`src/rtl/wb_stage_pkg.sv`:
```
// wb_stage_pkg: shared PikaRISC widths, CPSR flag positions, queue entry type and flag merge
package wb_stage_pkg;
   localparam int PIKA_REG_NUM_W = 4;
   localparam int PIKA_REG_COUNT = 16;
   localparam int PIKA_DATA_W    = 32;
   localparam int CPSR_N = 31;
   localparam int CPSR_Z = 30;
   localparam int CPSR_C = 29;
   localparam int CPSR_V = 28;
   typedef struct packed {
      logic [PIKA_REG_NUM_W-1:0] rd_num;
      logic                      rd_en;
      logic [PIKA_DATA_W-1:0]    rd_data;
      logic                      cpsr_en;
      logic [3:0]                mask;
      logic [3:0]                flags;
   } wb_entry_t;
   // mask/flags bit3..0 land on N,Z,C,V; bits below V always come from base
   function automatic logic [PIKA_DATA_W-1:0] cpsr_merge(input logic [PIKA_DATA_W-1:0] base,
                                                         input logic [3:0] mask,
                                                         input logic [3:0] flags);
      logic [PIKA_DATA_W-1:0] m;
      m = PIKA_DATA_W'(mask) << CPSR_V;
      return (base & ~m) | ((PIKA_DATA_W'(flags) << CPSR_V) & m);
   endfunction
endpackage

```
`src/rtl/wb_fifo.sv`:
```
// wb_fifo: in-order writeback queue with every slot visible for hazard tracking
//   push/din enqueue at the tail, pop retires the head; count, head, slot_vld and slots are exported
module wb_fifo
   import wb_stage_pkg::*;
#(
   parameter int DEPTH = 2,
   localparam int AW = $clog2(DEPTH)
) (
   input  logic             clk,
   input  logic             reset,
   input  logic             push,
   input  logic             pop,
   input  wb_entry_t        din,
   output wb_entry_t        head,
   output logic [AW:0]      count,
   output logic [DEPTH-1:0] slot_vld,
   output wb_entry_t        slots [DEPTH]
);
   wb_entry_t     mem_q [DEPTH];
   logic [AW-1:0] wr_q, wr_d, rd_q, rd_d, off;
   logic [AW:0]   count_q, count_d;
   // pointers wrap for free because DEPTH is a power of two
   always_comb begin
      wr_d     = wr_q + AW'(push);
      rd_d     = rd_q + AW'(pop);
      count_d  = count_q + (AW+1)'(push) - (AW+1)'(pop);
      slot_vld = '0;
      off      = '0;
      for (int i = 0; i < DEPTH; i++) begin
         off         = AW'(i) - rd_q;
         slot_vld[i] = {1'b0, off} < count_q;
      end
   end
   always_ff @(posedge clk) begin
      if (reset) begin
         wr_q    <= '0;
         rd_q    <= '0;
         count_q <= '0;
      end else begin
         wr_q    <= wr_d;
         rd_q    <= rd_d;
         count_q <= count_d;
      end
   end
   always_ff @(posedge clk) begin
      if (push) mem_q[wr_q] <= din;
   end
   assign head  = mem_q[rd_q];
   assign count = count_q;
   assign slots = mem_q;
endmodule

```
`src/rtl/wb_stage.sv`:
```
// wb_stage: writeback stage; queues retired results and drives one registered rd/CPSR write per cycle
//   in_*: valid/ready result from execute; hold stalls draining; cpsr_cur is the register file CPSR
//   wb_*: registered register-file write ports; pending_mask/cpsr_pending: in-flight writes; retire_count: pops
module wb_stage
   import wb_stage_pkg::*;
#(
   parameter int DEPTH     = 2,
   parameter int REG_NUM_W = 4
) (
   input  logic                    clk,
   input  logic                    reset,
   input  logic                    in_valid,
   output logic                    in_ready,
   input  logic [REG_NUM_W-1:0]    in_rd_num,
   input  logic                    in_rd_en,
   input  logic [31:0]             in_rd_data,
   input  logic                    in_cpsr_en,
   input  logic [3:0]              in_cpsr_mask,
   input  logic [3:0]              in_cpsr_flags,
   input  logic                    hold,
   input  logic [31:0]             cpsr_cur,
   output logic [REG_NUM_W-1:0]    wb_rd_num,
   output logic                    wb_rd_write_en,
   output logic [31:0]             wb_rd_in,
   output logic                    wb_cpsr_write_en,
   output logic [31:0]             wb_cpsr_in,
   output logic [2**REG_NUM_W-1:0] pending_mask,
   output logic                    cpsr_pending,
   output logic [31:0]             retire_count
);
   localparam int AW = $clog2(DEPTH);
   logic                 push, pop;
   wb_entry_t            din, head;
   wb_entry_t            slots [DEPTH];
   logic [AW:0]          count;
   logic [DEPTH-1:0]     slot_vld;
   logic [REG_NUM_W-1:0] wb_rd_num_q, wb_rd_num_d;
   logic                 wb_rd_write_en_q, wb_rd_write_en_d;
   logic [31:0]          wb_rd_in_q, wb_rd_in_d;
   logic                 wb_cpsr_write_en_q, wb_cpsr_write_en_d;
   logic [31:0]          wb_cpsr_in_q, wb_cpsr_in_d;
   logic [31:0]          retire_count_q, retire_count_d;
   wb_fifo #(.DEPTH(DEPTH)) u_fifo (
      .clk      (clk),
      .reset    (reset),
      .push     (push),
      .pop      (pop),
      .din      (din),
      .head     (head),
      .count    (count),
      .slot_vld (slot_vld),
      .slots    (slots)
   );
   // ready ignores a same-cycle pop so it never depends on hold
   always_comb begin
      in_ready           = !reset && (int'(count) < DEPTH);
      push               = in_valid && in_ready;
      pop                = (count != '0) && !hold;
      din                = '{rd_num: in_rd_num, rd_en: in_rd_en, rd_data: in_rd_data,
                             cpsr_en: in_cpsr_en, mask: in_cpsr_mask, flags: in_cpsr_flags};
      wb_rd_num_d        = pop ? head.rd_num : wb_rd_num_q;
      wb_rd_write_en_d   = pop && head.rd_en;
      wb_rd_in_d         = pop ? head.rd_data : wb_rd_in_q;
      wb_cpsr_write_en_d = pop && head.cpsr_en;
      // chained flag writes merge onto the value still in flight to the register file
      wb_cpsr_in_d       = pop ? cpsr_merge(wb_cpsr_write_en_q ? wb_cpsr_in_q : cpsr_cur, head.mask, head.flags)
                               : wb_cpsr_in_q;
      retire_count_d     = retire_count_q + 32'(pop);
      pending_mask       = wb_rd_write_en_q ? (2**REG_NUM_W)'(1) << wb_rd_num_q : '0;
      cpsr_pending       = wb_cpsr_write_en_q;
      for (int i = 0; i < DEPTH; i++) begin
         pending_mask = pending_mask | ((slot_vld[i] && slots[i].rd_en) ? (2**REG_NUM_W)'(1) << slots[i].rd_num : '0);
         cpsr_pending = cpsr_pending | (slot_vld[i] && slots[i].cpsr_en);
      end
   end
   always_ff @(posedge clk) begin
      if (reset) begin
         wb_rd_num_q        <= '0;
         wb_rd_write_en_q   <= 1'b0;
         wb_rd_in_q         <= '0;
         wb_cpsr_write_en_q <= 1'b0;
         wb_cpsr_in_q       <= '0;
         retire_count_q     <= '0;
      end else begin
         wb_rd_num_q        <= wb_rd_num_d;
         wb_rd_write_en_q   <= wb_rd_write_en_d;
         wb_rd_in_q         <= wb_rd_in_d;
         wb_cpsr_write_en_q <= wb_cpsr_write_en_d;
         wb_cpsr_in_q       <= wb_cpsr_in_d;
         retire_count_q     <= retire_count_d;
      end
   end
   assign wb_rd_num        = wb_rd_num_q;
   assign wb_rd_write_en   = wb_rd_write_en_q;
   assign wb_rd_in         = wb_rd_in_q;
   assign wb_cpsr_write_en = wb_cpsr_write_en_q;
   assign wb_cpsr_in       = wb_cpsr_in_q;
   assign retire_count     = retire_count_q;
endmodule

```
`config.mk`:
```
export PLATFORM = sky130hd
export DESIGN_NAME = wb_stage
export DESIGN_NICKNAME = d
export VERILOG_FILES = /design/src/rtl/wb_stage_pkg.sv /design/src/rtl/wb_fifo.sv /design/src/rtl/wb_stage.sv
export SDC_FILE = /design/constraint.sdc
export NUM_CORES = 1
export LEC_CHECK = 0
export CAP_MARGIN = 20
export CORE_ASPECT_RATIO = 0.9
export CORE_MARGIN = 3
export CORE_UTILIZATION = 35
export DETAILED_ROUTE_END_ITERATION = 12
export GPL_TIMING_DRIVEN = 1
export SLEW_MARGIN = 20
export SYNTH_ARGS = -nofsm -noshare
export SYNTH_HDL_FRONTEND = slang
export SYNTH_SLANG_ARGS = --single-unit
export TNS_END_PERCENT = 100
```
`constraint.sdc`:
```
create_clock -name clk -period 4.1 [get_ports clk]
set_input_delay 0.82 -clock clk [delete_from_list [all_inputs] [get_ports clk]]
set_output_delay 0.82 -clock clk [all_outputs]
set_load 0.005 [all_outputs]
```
==> After elaboration in Yosys (flattened, before gate mapping) <==
Index checks and enable logic that the tools add are counted.
W data, S select, Z words.
{ "totals": {"inputBits": 82, "reg_bits": 198, "out_inout_bits": 120} }
{ "op_classes": {"n_reduce_logical": 13, "mux": 10, "n_shift": 3, "order_cmp": 6, "n_addsub": 7, "n_bitwise": 10} }
{ "ops": {"columns": ["op", "count"], "rows": [
  ["$mux W46", 4],
  ["$bwmux W92", 1],
  ["$and A32 B32 Y32", 2],
  ["$mux W16", 3],
  ["$shl A1 B4 Y16 const A", 3],
  ["$demux W46 S1", 1],
  ["$add A32 B1 Y32", 1],
  ["$mux W32", 1],
  ["$not A32 Y32", 1],
  ["$or A16 B16 Y16", 2],
  ["$or A32 B32 Y32", 1],
  ["$logic_and A1 B1 Y1", 10],
  ["$ge A2 B2 Y1 const B", 2],
  ["$lt A1 B2 Y1", 2],
  ["$not A1 Y2", 2],
  ["$add A1 B1 Y1", 2],
  ["$add A2 B1 Y2", 1],
  ["$logic_not A1 Y1", 2],
  ["$lt A2 B1 Y1 const B", 1],
  ["$lt A2 B2 Y1 const B", 1],
  ["$or A1 B1 Y1", 2],
  ["$reduce_bool A2 Y1", 1],
  ["$sub A1 B1 Y1 const A", 2],
  ["$sub A2 B1 Y2", 1]
]} }

==> Longest topological paths before layout <==
{ "logic_depth": {"depth_word": 7, "ltp_mapped": 11, "mapped_depth_nobuf": 8} }

==> Modules after synthesis <==
A second synthesis with hierarchy kept.
{ "hier_totals": {"hier_cells": 734, "area_unflattened_um2": 7888.8} }
{ "by_module_without_submodules": {"columns": ["module", "cells_each", "area_per_inst_um2", "instances", "seq_area_each_um2"], "rows": [
  ["wb_stage", 572, 4365.4, 1, 2042.0],
  ["wb_fifo", 162, 3523.4, 1, 2842.7]
]} }

==> Least setup slack after synthesis <==
No wires, ideal clock.
{ "synth_path": {"kind": "input port to flip-flop", "start": "input hold", "end": "register retire_count_q[25] (netlist: retire_count[25])", "arrival_time_ps": 2747, "required_time_ps": 3972, "setup_slack_ps": 1226, "setup_time_ps": 128, "path_stages": 10, "path_cell_list": "o21bai_1 > inv_2 > clkbuf_1 > clkbuf_1 > ha_1 > nand2_1 > nor4_1 > nor3b_1 > xnor2_1 > nor2_1"} }
{ "synth_via": {"elab_chain_cells": 3} }
{ "synth_lines": {"columns": ["item", "line", "rtl"], "rows": [
  ["start, declared", "wb_stage.sv:20", "input logic hold,"],
  ["$logic_not A1 Y1", "wb_stage.sv:58", "pop = (count != '0) && !hold;"],
  ["$logic_and A1 B1 Y1", "wb_stage.sv:58", null],
  ["via pop", "wb_stage.sv:32", "logic push, pop;"],
  ["$add A32 B1 Y32", "wb_stage.sv:68", "retire_count_d = retire_count_q + 32'(pop);"],
  ["end signal, assigned", "wb_stage.sv:90", "retire_count_q <= retire_count_d;"],
  ["end, declared", "wb_stage.sv:42", "logic [31:0] retire_count_q, retire_count_d;"]
]} }
The timed path passes the listed nets, and every way through them passes these cells.
A chain may end at the register's enable or synchronous reset.

==> Worst setup path in the final report <==
{ "layout_path": {"start": "register u_fifo.count_q[0] (netlist: u_fifo.count[0])", "end": "output pending_mask[10]"} }
{ "layout_via": {"elab_chain_cells": 5, "elab_cells_between_ends": 8} }
{ "layout_lines": {"columns": ["item", "line", "rtl"], "rows": [
  ["start, declared", "wb_fifo.sv:21", "logic [AW:0] count_q, count_d;"],
  ["start signal, assigned", "wb_fifo.sv:42", "count_q <= count_d;"],
  ["$lt A1 B2 Y1", "wb_fifo.sv:31", "slot_vld[i] = {1'b0, off} < count_q;"],
  ["$logic_and A1 B1 Y1", "wb_stage.sv:72", "pending_mask = pending_mask | ((slot_vld[i] && slots[i].rd_en) ? (2**REG_NUM_W)'(1) << slots[i].rd_num : '0);"],
  ["$mux W16", "wb_stage.sv:72", null],
  ["$or A16 B16 Y16", "wb_stage.sv:72", null],
  ["$or A16 B16 Y16 (*)", "wb_stage.sv:72", null],
  ["end, declared", "wb_stage.sv:27", "output logic [2**REG_NUM_W-1:0] pending_mask,"]
]} }
Every way passes the cells marked *; elsewhere a longest branch is shown, timed or not.

==> results.md <==
- The kind of end point of the critical path is a primary output.
- Based on the critical path, the design can be clocked at up to 304 MHz.
- The worst relative slew slack is 0.442.
- Buffers added to address setup during post-CTS repair amount to 0.
- Clock skew on the completed layout was measured at approximately 14 ps.
- The min-delay analysis places its worst path in the category reg2reg.
- By startpoint and endpoint, the worst setup path is classified as reg2out.
- The routed length per instance is 15.8 um.
- The worst setup path is launched from a register.
- The total overflow left after global routing is 0.
- After detailed routing, the number of vias per cell comes to between 4 and 5.
- For hold timing, the worst endpoint is wb_cpsr_in[5].
- The global-route wire length before repair is 29500 um.
- The boundary pin count is approximately 200.
- The final layout contains routed wiring with a total length of between 15000 and 20000 um.
- The mean cell area of the mapped netlist is 11.0 um2.
- The count of nets left with antenna violations once routing finished came out at 0.
- The flop and latch count out of synthesis is 198.
- The CTS clock-pin slew for the worst setup and hold paths is 70 ps.
- Final hold analysis gives a worst-case slack of 454 ps.
- The remaining routing DRC violations is 0.
- The fraction of final layout cells sized beyond drive strength 1 is 0.0562.
- For the pin with the worst max-slew slack, the measured transition is 836 ps.
- The die covers 0.0241 mm2.
- The required time of the critical path is 3280 ps.
- The async set-or-reset flop fraction in the synthesized netlist is 0.
- The starting DRC count in detailed routing is 363.
- Buffers inserted to repair hold after CTS numbered 0.
- The routability-driven placement congestion ratio is around 0.81.
- TritonCTS built the clock tree.
- For the worst setup path, the data arrival time is 2470 ps.
- After synthesis the cells add up to 0.00779 mm2.
- The post-layout total power is between 4 and 5 mW.
- The static leakage is 3.47 nW.
- Detailed placement ended at an HPWL of 12800 um.
- The maximum count of clock buffers along a single path is 2.
- The count of standard-cell rows is 51.
- The total power per unit cell area is 394 mW/mm2.
- The post-route fraction of the period consumed by the critical path is 0.803.
- Setup repair after global routing left no endpoint under its margin.
- The clock tree root driver cell is sky130_fd_sc_hd__clkbuf_16.
- The first detailed-routing pass took 4 iterations.
- The smallest clock period supported by the final layout is computed as 3290 ps.
- The number of global-route vias before repair is around 5400.
- The worst register-to-register path begins at u_fifo.count[1].
- The sequential-to-total area share from yosys stat is 0.627.
- The floorplan step set the die height to 148 um.
- The pre-CTS setup slack is 842 ps.
- The initial antenna violation count is 1.
- The commonest cells after synthesis are sky130_fd_sc_hd__dfxtp_1 (106), sky130_fd_sc_hd__edfxtp_1 (92), sky130_fd_sc_hd__nand2_1 (89).
- The run finished with clean final reports.
- The largest total area in the synthesized netlist belongs to sky130_fd_sc_hd__edfxtp_1.
- The final-report setup violation count is 0.
- Counting the fill cells in the layout gives 1976.
- Yosys mapped the design onto 48 distinct sky130hd cell types.
- Of the post-synthesis cell area, the dominant cell type holds 0.355.
- For this block, the via count after detailed routing is approximately 5700.
- By instance count, the leading cell after synthesis is sky130_fd_sc_hd__dfxtp_1.
- The primary flip-flop cell chosen by synthesis mapping is sky130_fd_sc_hd__dfxtp_1.
- The worst hold path stage count is 2.
- The endpoint of the most critical register-to-register path is retire_count[30].
- The number of maximum-capacitance constraint violations is 0.
- The number of nets at the end of the flow is 981.
- The initial core utilization is 0.358.
- Across the VDD grid, the largest voltage drop is 0.000242 V.
- In this run, synthesis inferred 92 flip-flops with an integrated enable.
- The post-route core utilization is 0.493.
- After layout, the worst setup slack is 808 ps.
- Once the clock tree was built, the resizer swapped 0 gates to a different size.
- Yosys attributes the largest share of cell area to sky130_fd_sc_hd__edfxtp_1 (35%), sky130_fd_sc_hd__dfxtp_1 (27%), sky130_fd_sc_hd__mux2i_1 (5.1%).
- The number of pins with negative max-slew slack in the final report is 0.
- Entering global routing, the biggest net connects 58 pins.
- The count of endpoints failing hold in the final timing report came to 0.
- The synthesized net count is 792.
- The tree built by TritonCTS fans out to 198 sinks.
- The clock reaches the later pin of the worst-skew pair after 430 ps.
- The gate count of the mapped netlist is 705.
- The core area is 0.0218 mm2.
- The worst hold path begins at wb_cpsr_in[5].
- The worst-case reg-to-reg path depth is 8.
- The setup slack of the most critical reg-to-reg path is roughly 1700 ps.
- From synthesis to final layout, the design area changed by 37.7%.
- The width of the die is 163 um.
- The maximum level of the CTS H-tree is 4.
- In the global route stage, overall resource usage came out at 0.156.
- The number of clock buffers added by TritonCTS is 17.
- The peak fanout along the critical path is 7.
- For the final routed database, the setup TNS stands at 0 ps.
- The count of input and output buffers is 201.
- The Yosys step of the flow raised 0 warnings.
stage by stage:
step | area (um2) | std cells
floorplan | 7790 | 705
detailed placement | 10100 | 1166
global placement | 10100 | 1166
finish | 10700 | 1199
CTS | 10700 | 1198
global route | 10700 | 1199
area by class of cell:
| class | instances | area [um2] | area share |
|---|---|---|---|
| Multi-Input combinational cell | 456 | 2700 | 0.252 |
| Clock buffer | 18 | 429 | 0.0400 |
| Inverter | 9 | 33.8 | 0.00315 |
| Clock inverter | 14 | 185 | 0.0173 |
| Sequential cell | 198 | 4890 | 0.456 |
| Tap cell | 291 | 364 | 0.0340 |
| Timing Repair Buffer | 212 | 2120 | 0.197 |
| Antenna cell | 1 | 2.50 | 0.000233 |
critical path, cell delays in order, from the launching register on:
cell and delay [ps]:
sky130_fd_sc_hd__dfxtp_1 470, sky130_fd_sc_hd__nor2b_1 200, sky130_fd_sc_hd__o21ai_1 100, sky130_fd_sc_hd__or3b_1 470, sky130_fd_sc_hd__nor3b_1 180, sky130_fd_sc_hd__or3_1 130, sky130_fd_sc_hd__clkdlybuf4s50_1 500
kinds of logic after synthesis:
kind of cell	after synthesis	synth area share
flops	198	0.627
xor+xnor	25	0.0281
mux	40	0.0514
buf+inv	51	0.0260
simple gates	264	0.158
fa+ha+maj	5	0.00803
compound gates	122	0.101
registers in the layout (all words and copies together), names as in the netlist, named ones only:
register / cells
wb_rd_write_en: 1
retire_count: 32
u_fifo.slots: 92
u_fifo.wr_q: 1
wb_rd_in: 32
wb_cpsr_write_en: 1
u_fifo.rd_q: 1
wb_rd_num: 4
u_fifo.count: 2
wb_cpsr_in: 28
metal layers:
layer | share of wire | up-vias | GRT usage
met1 | 0.46 | 2640 | 0.205
met4 | 0.017 | 0 | 0.0423
met5 | 0 | - | 0
met2 | 0.45 | 153 | 0.247
met3 | 0.070 | 21 | 0.0552
li1 | - | 2912 | -
cells in the final DEF (no fill, tap or decap), types with 5 or more instances in the layout:
cell type,n
sky130_fd_sc_hd__nand3_1,17
sky130_fd_sc_hd__nand2_1,89
sky130_fd_sc_hd__or3_1,9
sky130_fd_sc_hd__dfxtp_1,105
sky130_fd_sc_hd__nor4_1,6
sky130_fd_sc_hd__nand4_1,6
sky130_fd_sc_hd__nor3b_1,7
sky130_fd_sc_hd__clkdlybuf4s50_1,200
sky130_fd_sc_hd__a22oi_1,5
sky130_fd_sc_hd__clkbuf_16,17
sky130_fd_sc_hd__xor2_1,6
sky130_fd_sc_hd__mux2i_1,40
sky130_fd_sc_hd__and2_1,5
sky130_fd_sc_hd__nor2b_1,13
sky130_fd_sc_hd__o21ai_0,9
sky130_fd_sc_hd__edfxtp_1,92
sky130_fd_sc_hd__a211oi_1,40
sky130_fd_sc_hd__buf_4,10
sky130_fd_sc_hd__xnor2_1,19
sky130_fd_sc_hd__inv_1,8
sky130_fd_sc_hd__nor3_1,15
sky130_fd_sc_hd__nor2_1,80
sky130_fd_sc_hd__a21oi_1,44
power by group:
| group | leakage [nW] | switching (mW) | internal [mW] |
|---|---|---|---|
| combinational | 1.47 | 0.146 | 0.182 |
| sequential | 1.70 | 0.0383 | 2.13 |
| clock | 0.295 | 0.790 | 0.932 |
worst max path at each step:
| stage | endpoint | from |
|---|---|---|
| 2_1_floorplan | retire_count[25] | hold |
| 3_3_place_gp | retire_count[30] | hold |
| 3_5_place_dp | retire_count[30] | hold |
| 4_1_cts | pending_mask[10] | u_fifo.count[0] |
| 5_1_grt | pending_mask[10] | u_fifo.count[0] |
| 6_report | pending_mask[10] | u_fifo.count[0] |
(Power assumes the default switching activity.)
